==> config.mk <==
export PLATFORM = sky130hd
export DESIGN_NAME = pcm_playback_pacer
export DESIGN_NICKNAME = d
export VERILOG_FILES = /design/src/rtl/pcm_pkg.sv /design/src/rtl/pcm_sync_fifo.sv /design/src/rtl/pcm_playback_pacer.sv
export SDC_FILE = /design/constraint.sdc
export NUM_CORES = 1
export LEC_CHECK = 0
export CORE_MARGIN = 2
export CORE_UTILIZATION = 54
export DETAILED_ROUTE_END_ITERATION = 12
export PLACE_DENSITY = 0.79
export SLEW_MARGIN = 0
export SYNTH_ARGS = -nofsm -noshare
export SYNTH_HDL_FRONTEND = slang
export SYNTH_SLANG_ARGS = --single-unit
==> constraint.sdc <==
create_clock -name ClkIn -period 2.5 [get_ports ClkIn]
set_input_delay 0.5 -clock ClkIn [delete_from_list [all_inputs] [get_ports ClkIn]]
set_output_delay 0.5 -clock ClkIn [all_outputs]
set_load 0.03 [all_outputs]
==> src/rtl/pcm_pkg.sv <==
// Shared constants, frame type and helpers for the PCM playback pacer.
package pcm_pkg;

  localparam int PCM_CHANNELS       = 2;
  localparam int PCM_SAMPLE_W       = 16;
  localparam int PCM_FRAME_PERIOD   = 32;
  localparam int PCM_UNDERRUN_CNT_W = 16;

  // Channel 0 (left) occupies the least significant sample slot.
  typedef logic [PCM_CHANNELS-1:0][PCM_SAMPLE_W-1:0] pcm_frame_t;

  function automatic logic [PCM_UNDERRUN_CNT_W-1:0] pcm_sat_inc(
    input logic [PCM_UNDERRUN_CNT_W-1:0] v
  );
    return (&v) ? v : v + 1'b1;
  endfunction

endpackage

==> src/rtl/pcm_sync_fifo.sv <==
// Single-clock frame FIFO with an explicit fill counter; push is ignored when
// full and pop is ignored when empty.
module pcm_sync_fifo
  import pcm_pkg::*;
#(
  parameter int WIDTH = PCM_CHANNELS * PCM_SAMPLE_W,
  parameter int DEPTH = 4
) (
  input  logic                       clk_i,
  input  logic                       rst_ni,
  input  logic                       push_i,
  input  logic [WIDTH-1:0]           data_i,
  input  logic                       pop_i,
  output logic [WIDTH-1:0]           data_o,
  output logic                       full_o,
  output logic                       empty_o,
  output logic [$clog2(DEPTH+1)-1:0] fill_o
);

  localparam int PTR_W  = $clog2(DEPTH);
  localparam int FILL_W = $clog2(DEPTH + 1);
  localparam logic [FILL_W-1:0] FULL_LVL = FILL_W'(DEPTH);

  logic [WIDTH-1:0]  mem_q [DEPTH];
  logic [PTR_W-1:0]  wr_ptr_q, wr_ptr_d;
  logic [PTR_W-1:0]  rd_ptr_q, rd_ptr_d;
  logic [FILL_W-1:0] fill_q, fill_d;
  logic              do_push, do_pop;

  assign full_o  = (fill_q == FULL_LVL);
  assign empty_o = (fill_q == '0);
  assign fill_o  = fill_q;
  assign data_o  = mem_q[rd_ptr_q];

  // Full/empty come from registered fill, so a pop never frees space this cycle.
  assign do_push = push_i && !full_o;
  assign do_pop  = pop_i && !empty_o;

  always_comb begin
    wr_ptr_d = do_push ? wr_ptr_q + 1'b1 : wr_ptr_q;
    rd_ptr_d = do_pop ? rd_ptr_q + 1'b1 : rd_ptr_q;
    fill_d   = fill_q + FILL_W'(do_push) - FILL_W'(do_pop);
  end

  always_ff @(posedge clk_i or negedge rst_ni) begin
    if (!rst_ni) begin
      wr_ptr_q <= '0;
      rd_ptr_q <= '0;
      fill_q   <= '0;
    end else begin
      wr_ptr_q <= wr_ptr_d;
      rd_ptr_q <= rd_ptr_d;
      fill_q   <= fill_d;
    end
  end

  always_ff @(posedge clk_i) begin
    if (do_push) mem_q[wr_ptr_q] <= data_i;
  end

endmodule

==> src/rtl/pcm_playback_pacer.sv <==
// Releases one buffered PCM frame per FRAME_PERIOD cycles with strobe and
// underrun flags. Optional tally: define PCM_PACER_UNDERRUN_CNT_EN.
module pcm_playback_pacer
  import pcm_pkg::*;
#(
  parameter int CHANNELS     = PCM_CHANNELS,
  parameter int SAMPLE_W     = PCM_SAMPLE_W,
  parameter int DEPTH        = 4,
  parameter int FRAME_PERIOD = PCM_FRAME_PERIOD
) (
  input  logic                          ClkIn,
  input  logic                          Reset_n,
  input  logic                          Enable,
  input  logic [CHANNELS*SAMPLE_W-1:0]  In_Data,
  input  logic                          In_Valid,
  output logic                          In_Ready,
  output logic                          Frame_Strobe,
  output logic [CHANNELS*SAMPLE_W-1:0]  Out_Data,
  output logic                          Out_Valid,
  output logic                          Underrun,
  output logic [$clog2(DEPTH+1)-1:0]    Fill,
  output logic [PCM_UNDERRUN_CNT_W-1:0] Underrun_Count
);

  localparam int DATA_W = CHANNELS * SAMPLE_W;
  localparam int CNT_W  = $clog2(FRAME_PERIOD);
  localparam logic [CNT_W-1:0] CNT_LAST = CNT_W'(FRAME_PERIOD - 1);

  logic [CNT_W-1:0]  cnt_q, cnt_d;
  logic              strobe_q, strobe_d;
  logic [DATA_W-1:0] out_data_q, out_data_d;
  logic              out_valid_q, out_valid_d;
  logic              underrun_q, underrun_d;
  logic [DATA_W-1:0] fifo_head;
  logic              fifo_full, fifo_empty;

  pcm_sync_fifo #(
    .WIDTH (DATA_W),
    .DEPTH (DEPTH)
  ) u_fifo (
    .clk_i   (ClkIn),
    .rst_ni  (Reset_n),
    .push_i  (In_Valid),
    .data_i  (In_Data),
    .pop_i   (strobe_q),
    .data_o  (fifo_head),
    .full_o  (fifo_full),
    .empty_o (fifo_empty),
    .fill_o  (Fill)
  );

  always_comb begin
    cnt_d       = '0;
    strobe_d    = Enable && (cnt_q == CNT_LAST);
    out_data_d  = out_data_q;
    out_valid_d = 1'b0;
    underrun_d  = 1'b0;
    if (Enable && (cnt_q != CNT_LAST)) cnt_d = cnt_q + 1'b1;
    // The strobe pops the FIFO on the same edge that loads the output register.
    if (strobe_q) begin
      if (!fifo_empty) begin
        out_data_d  = fifo_head;
        out_valid_d = 1'b1;
      end else begin
        underrun_d  = 1'b1;
      end
    end
  end

  always_ff @(posedge ClkIn or negedge Reset_n) begin
    if (!Reset_n) begin
      cnt_q       <= '0;
      strobe_q    <= 1'b0;
      out_data_q  <= '0;
      out_valid_q <= 1'b0;
      underrun_q  <= 1'b0;
    end else begin
      cnt_q       <= cnt_d;
      strobe_q    <= strobe_d;
      out_data_q  <= out_data_d;
      out_valid_q <= out_valid_d;
      underrun_q  <= underrun_d;
    end
  end

  assign In_Ready     = !fifo_full;
  assign Frame_Strobe = strobe_q;
  assign Out_Data     = out_data_q;
  assign Out_Valid    = out_valid_q;
  assign Underrun     = underrun_q;

`ifdef PCM_PACER_UNDERRUN_CNT_EN
  logic [PCM_UNDERRUN_CNT_W-1:0] urun_cnt_q;

  always_ff @(posedge ClkIn or negedge Reset_n) begin
    if (!Reset_n)        urun_cnt_q <= '0;
    else if (underrun_q) urun_cnt_q <= pcm_sat_inc(urun_cnt_q);
  end

  assign Underrun_Count = urun_cnt_q;
`else
  assign Underrun_Count = '0;
`endif

endmodule

Yosys cells after proc, flatten, opt, wreduce, memory -nomap -nowiden
Memories as Yosys holds them, arrays and structs flattened. A register that Yosys moved wholly into a read port is not among the register bits.
Index checks and enable logic that the tools add are counted.
{ "op_classes": {"addsub": 5, "n_eq_ne": 3, "mux": 7, "bitwise": 1, "n_reduce_logical": 9} }
{ "op_table": {"columns": ["operator", "n"], "rows": [
  ["1-bit two-way mux", 6],
  ["5-bit by 1-bit adder with 5-bit output (second input constant)", 1],
  ["5-bit == test (second input constant)", 1],
  ["5-bit two-way mux", 1],
  ["5-bit != test (second input constant)", 1],
  ["2-bit by 1-bit adder with 2-bit output (second input constant)", 2],
  ["1-bit logical AND", 4],
  ["3-bit by 1-bit adder with 3-bit output", 1],
  ["3-bit == test (second input constant)", 1],
  ["1-bit logical NOT", 3],
  ["3-bit logical NOT", 1],
  ["3-bit by 1-bit subtractor with 3-bit output", 1],
  ["2-bit AND reduction", 1],
  ["1-bit NOT", 1]
]} }
{ "word_totals": {"regBits": 15, "ramBits": 128, "input_bits": 36, "out_inout_bits": 55, "elab_cells": 33, "n_memories": 1} }
{ "memory_table": {"columns": ["memory", "depth", "width", "read_ports", "rd_clocked_by_memory_dff", "write_ports", "line", "source"], "rows": [
  ["u_fifo.mem_q", 4, 32, 1, 1, 1, "pcm_sync_fifo.sv:24", "logic [WIDTH-1:0] mem_q [DEPTH];"]
]} }

Logic depth before layout (Yosys ltp)
{ "depth": {"ltp_word": 5, "ltp_mapped": 9, "depth_no_buf": 7} }

Cells and area by module
Synthesis repeated with hierarchy kept, for this count alone.
{ "unflattened": {"hier_cells": 321, "area_unflattened_um2": 6935.4} }
{ "modules_own_cells": {"columns": ["module", "n_inst", "cells_per_inst", "area_per_inst_um2"], "rows": [
  ["pcm_sync_fifo", 1, 209, 5138.7],
  ["pcm_playback_pacer", 1, 112, 1796.7]
]} }

Worst setup path after synthesis
Ideal clock, no wire load.
{ "synth_path": {"path_kind": "register to register", "from": "register u_fifo.fill_q[2], in the netlist u_fifo.fill_o[2]", "to": "register u_fifo.fill_q[2], in the netlist u_fifo.fill_o[2]", "setup_time_ns": 0.123, "arrival_ns": 2.210, "t_required_ns": 2.377, "setup_slack_ns": 0.167, "path_stages_with_launch": 10, "path_buffers": 2, "synth_period_minus_slack_ns": 2.333, "cell_sequence": "dfrtp_1 -> clkbuf_2 -> o31ai_4 -> inv_2 -> buf_2 -> ha_1 -> inv_1 -> ha_1 -> fa_1 -> xnor2_1"} }
{ "synth_between": {"elab_chain_len": 5, "word_cells_on_any_way": 8, "classes_between": "add/sub (2); eq/ne (1); reduce/logical (5)"} }
{ "synth_rtl": {"columns": ["element", "line", "source"], "rows": [
  ["from (decl)", "pcm_sync_fifo.sv:27", "logic [FILL_W-1:0] fill_q, fill_d;"],
  ["from (signal assigned)", "pcm_sync_fifo.sv:53", "fill_q <= fill_d;"],
  ["3-bit == test", "pcm_sync_fifo.sv:30", "assign full_o = (fill_q == FULL_LVL);"],
  ["1-bit logical NOT", "pcm_sync_fifo.sv:36", "assign do_push = push_i && !full_o;"],
  ["1-bit logical AND", "pcm_sync_fifo.sv:36", null],
  ["3-bit by 1-bit adder with 3-bit output", "pcm_sync_fifo.sv:42", "fill_d = fill_q + FILL_W'(do_push) - FILL_W'(do_pop);"],
  ["3-bit by 1-bit subtractor with 3-bit output *", "pcm_sync_fifo.sv:42", null],
  ["net u_fifo.fill_d[2]", "pcm_sync_fifo.sv:27", null]
]} }
The timed path passes the listed nets; every way through them passes the cells marked *.
A chain may end at the register's enable or synchronous reset.

Worst setup path after layout
{ "layout_path": {"from": "register u_fifo.fill_q[1], in the netlist u_fifo.fill_o[1]", "to": "output port In_Ready"} }
{ "layout_between": {"elab_chain_len": 2} }
{ "layout_rtl": {"columns": ["element", "line", "source"], "rows": [
  ["3-bit == test", "pcm_sync_fifo.sv:30", null],
  ["1-bit logical NOT", "pcm_playback_pacer.sv:86", "assign In_Ready = !fifo_full;"],
  ["to (decl)", "pcm_playback_pacer.sv:16", "output logic In_Ready,"]
]} }
No other way between the ends.

==> results.py <==
metrics = {
    "floorplan": {
        "fp-row-count": 40,
        "die_h_um": 115,
        "die_x_um": 115,
        "start_util_pct": 55.6,
        "dieArea_um2": 13300,
        "core_um2": 12100,
        "ios": 91,
    },
    "global_route": {
        "grt_max_degree": 35,
        "grt_antenna_before_repair": 0,
        "grt_remaining_overflow": 0,
        "grt_pass1_wl_um": 18900,
        "grtUsageTotal_pct": 19.7,
        "grt_pass1_vias": 3517,
    },
    "power": {
        "clkPwrFrac_pct": 34.8,
        "power_frac_seq_pct": 52.2,
        "p_leak_uw": 0.00312,
        "combPwrFrac_pct": 13.0,
        "swShare_pct": 23.8,
        "p_int_uw": 5550,
        "power_uw": 7290,
        "power.switching_uw": 1740,
        "power.density_nw_per_um2": 889,
        "peakVddDrop_uv": 478,
    },
    "layout": {
        "drive_above_1_share_pct": 17.0,
        "fin_area_um2": 8200,
        "synthToLayoutAreaGrowth_pct": 22.2,
        "antenna_cells": 0,
        "num-fill-cells": 804,
        "final_common_cell": "edfxtp_1",
        "fin_nets": 515,
        "final_cell_mix": "edfxtp_1, nand2_1, clkdlybuf4s50_1",
    },
    "critical_path": {
        "setup.worst_path.class": "register to primary output",
        "worstPathRequired_ns": 2.00,
        "rr_endpoint": "u_fifo.fill_o[2]",
        "cpPeakStageDelay_ns": 0.66,
        "r2r-start": "u_fifo.fill_o[1]",
        "end_kind": "primary output",
        "crit_slowest_cell": "clkdlybuf4s50_1",
        "startpoint_type": "register",
        "reg2reg_slack_ns": 0.58,
        "worstRegToRegCells": 7,
        "cp.arrival_ns": 1.75,
        "cp_max_fo": 6,
        "crit_path_cell_trace": "nor2_1 -> nand2_1 -> clkdlybuf4s50_1",
    },
    "worst_hold_path": {
        "min_path_type": "input port to async pin",
    },
    "synth": {
        "syn_area_um2": 6710,
        "synth-seq-area-share_pct": 74.8,
        "synth_warnings": 0,
        "synth_top_family_by_area": "multiplexers",
        "synth_seq_cells": 175,
        "synthAdderAreaFrac_pct": 1.79,
        "yosys.area_share.simple_pct": 6.67,
        "syn_inst": 380,
        "muxShareOfSynthArea_pct": 11.1,
        "synth.distinct_cells": 27,
        "syn_avg_cell_area_um2": 17.7,
        "synth_compound_area_share_pct": 0.485,
        "yosys.area_share.xor_xnor_pct": 0.913,
    },
    "sta": {
        "worstMarginPinSlew_ns": 0.798,
        "fmax_mhz": 444,
        "final_max_slew_viol_count": 0,
        "rsz0062_at_grt": "false",
        "slew_headroom_pct": 46.8,
        "fin_crit_ns": 2.25,
        "setup_tns_ns": 0,
        "finalHoldViolations": 0,
        "setup_violations": 0,
        "fin_ws_ns": 0.249,
        "finalCritPeriodShare_pct": 90.0,
        "fin_skew_ns": 0.00675,
    },
    "routing": {
        "vias_per_cell": 5.19,
        "first_pass_iters": 5,
        "avgRoutedWirePerCell_um": 18.3,
        "highest_layer": "met4",
        "drc": 0,
        "drtIter0Drc": 173,
        "dr_wl_met3_um": 564,
        "wirelength_um": 11900,
        "wl_met1_um": 5050,
        "route.met2.wl_um": 6110,
        "vias": 3379,
        "antenna_left": 0,
    },
    "place": {
        "dp_slack_ns": 0.391,
        "dpl_cell_area_um2": 7620,
        "numPortBuffers": 74,
        "routabilityCongestion": 0.716,
        "post-dp-hpwl_um": 7460,
    },
    "clock_network": {
        "cts.sinks": 175,
        "clock_latency_ns": 0.42,
        "path_clk_slew_ns": 0.06,
        "htreeDepth": 4,
        "numCtsBuffers": 17,
        "cts_resized": 0,
        "cts-hold-fix-buffers": 0,
        "cts_buffer_depth": 2,
        "cts_root_buffer": "clkbuf_16",
        "postCtsSetupRepairBufs": 0,
        "cts_tree": "built",
    },
    "status": {
        "status": "finished clean",
    },
    "flow_run": {
        "maxCapViolCount": 0,
    },
}
## power groups by stage
stage | registers (µW) | clock network (µW) | logic [µW]
2_1_floorplan | 3860 | 0 | 515
3_3_place_gp | 3820 | 0 | 927
3_5_place_dp | 3860 | 0 | 958
4_1_cts | 3810 | 2580 | 968
5_1_grt | 3840 | 2710 | 1040
6_report | 3800 | 2530 | 949
## per-layer routing
metal  GRT usage, %  vias up
met5              0        -
met4           7.87        0
met3           5.65       19
met2           32.2      100
met1           25.4     1729
li1               -     1531
## area by class of cell
class	count	area [µm²]	area share, %
multi-input combinational	180	1470	18.0
clock inverter	11	115	1.40
clock buffer	21	460	5.62
sequential	175	5020	61.3
inverter	9	33.8	0.412
timing repair buffer	87	883	10.8
tap	168	210	2.56
## cells by family after synthesis
logic type	count (synthesis)
multiplexers	33
adder cells (fa/ha/maj)	9
AO/OA/AOI/OAI	2
flip-flops	175
other	1
buffers and inverters	40
AND/OR/NAND/NOR	113
XOR/XNOR	7
## stage by stage
stage / hold WS, ns / instances / utilization, %
after floorplan: 0.204 / 395 / -
after global placement: 0.443 / 619 / 63.2
after detailed placement: 0.463 / 619 / 63.2
after CTS: 0.0266 / 651 / 68.0
after global routing: 0.0409 / 651 / 68.0
final: 0.0195 / 651 / 68.0
## how the worst max path moves through the flow
stage,from,to,cells after the start
3_5_place_dp,In_Valid,u_fifo.mem_q[1][24],4
6_report,u_fifo.fill_o[1],In_Ready,3
5_1_grt,u_fifo.fill_o[1],In_Ready,3
2_1_floorplan,u_fifo.fill_o[2],u_fifo.fill_o[2],9
4_1_cts,u_fifo.fill_o[1],In_Ready,3
3_3_place_gp,In_Valid,u_fifo.mem_q[1][24],4
## state kept, by name, indices dropped and copies added (netlist names)
signal and cells:
Frame_Strobe 1, Out_Data 32, Out_Valid 1, Underrun 1, cnt_q 5, u_fifo.fill_o 3
u_fifo.mem_q 128, u_fifo.rd_ptr_q 2, u_fifo.wr_ptr_q 2
## worst max-delay path: cells and delay by family (launching register included)
family                 cells  cell delay (ns)
DFF                        1             0.49
buffers and inverters      1             0.66
and+or+nand+nor            2             0.17
## synth_stat cells, drive strengths merged
master / instances / area [µm²]
mux2: 1 / 11.3
fa: 1 / 20.0
clkbuf: 2 / 8.75
nand2b: 1 / 6.26
nor4b: 1 / 8.76
buf: 29 / 236
a21boi: 1 / 11.3
and3: 1 / 6.26
conb: 1 / 3.75
inv: 9 / 33.8
o31ai: 1 / 21.3
ha: 8 / 100
mux4: 32 / 736
nand2: 98 / 368
nor2: 6 / 22.5
edfxtp: 128 / 3840
dfrtp: 47 / 1180
xnor2: 5 / 43.8
and2: 5 / 31.3
nand3: 1 / 5.00
xor2: 2 / 17.5
Power figures use the tool's default switching activity.
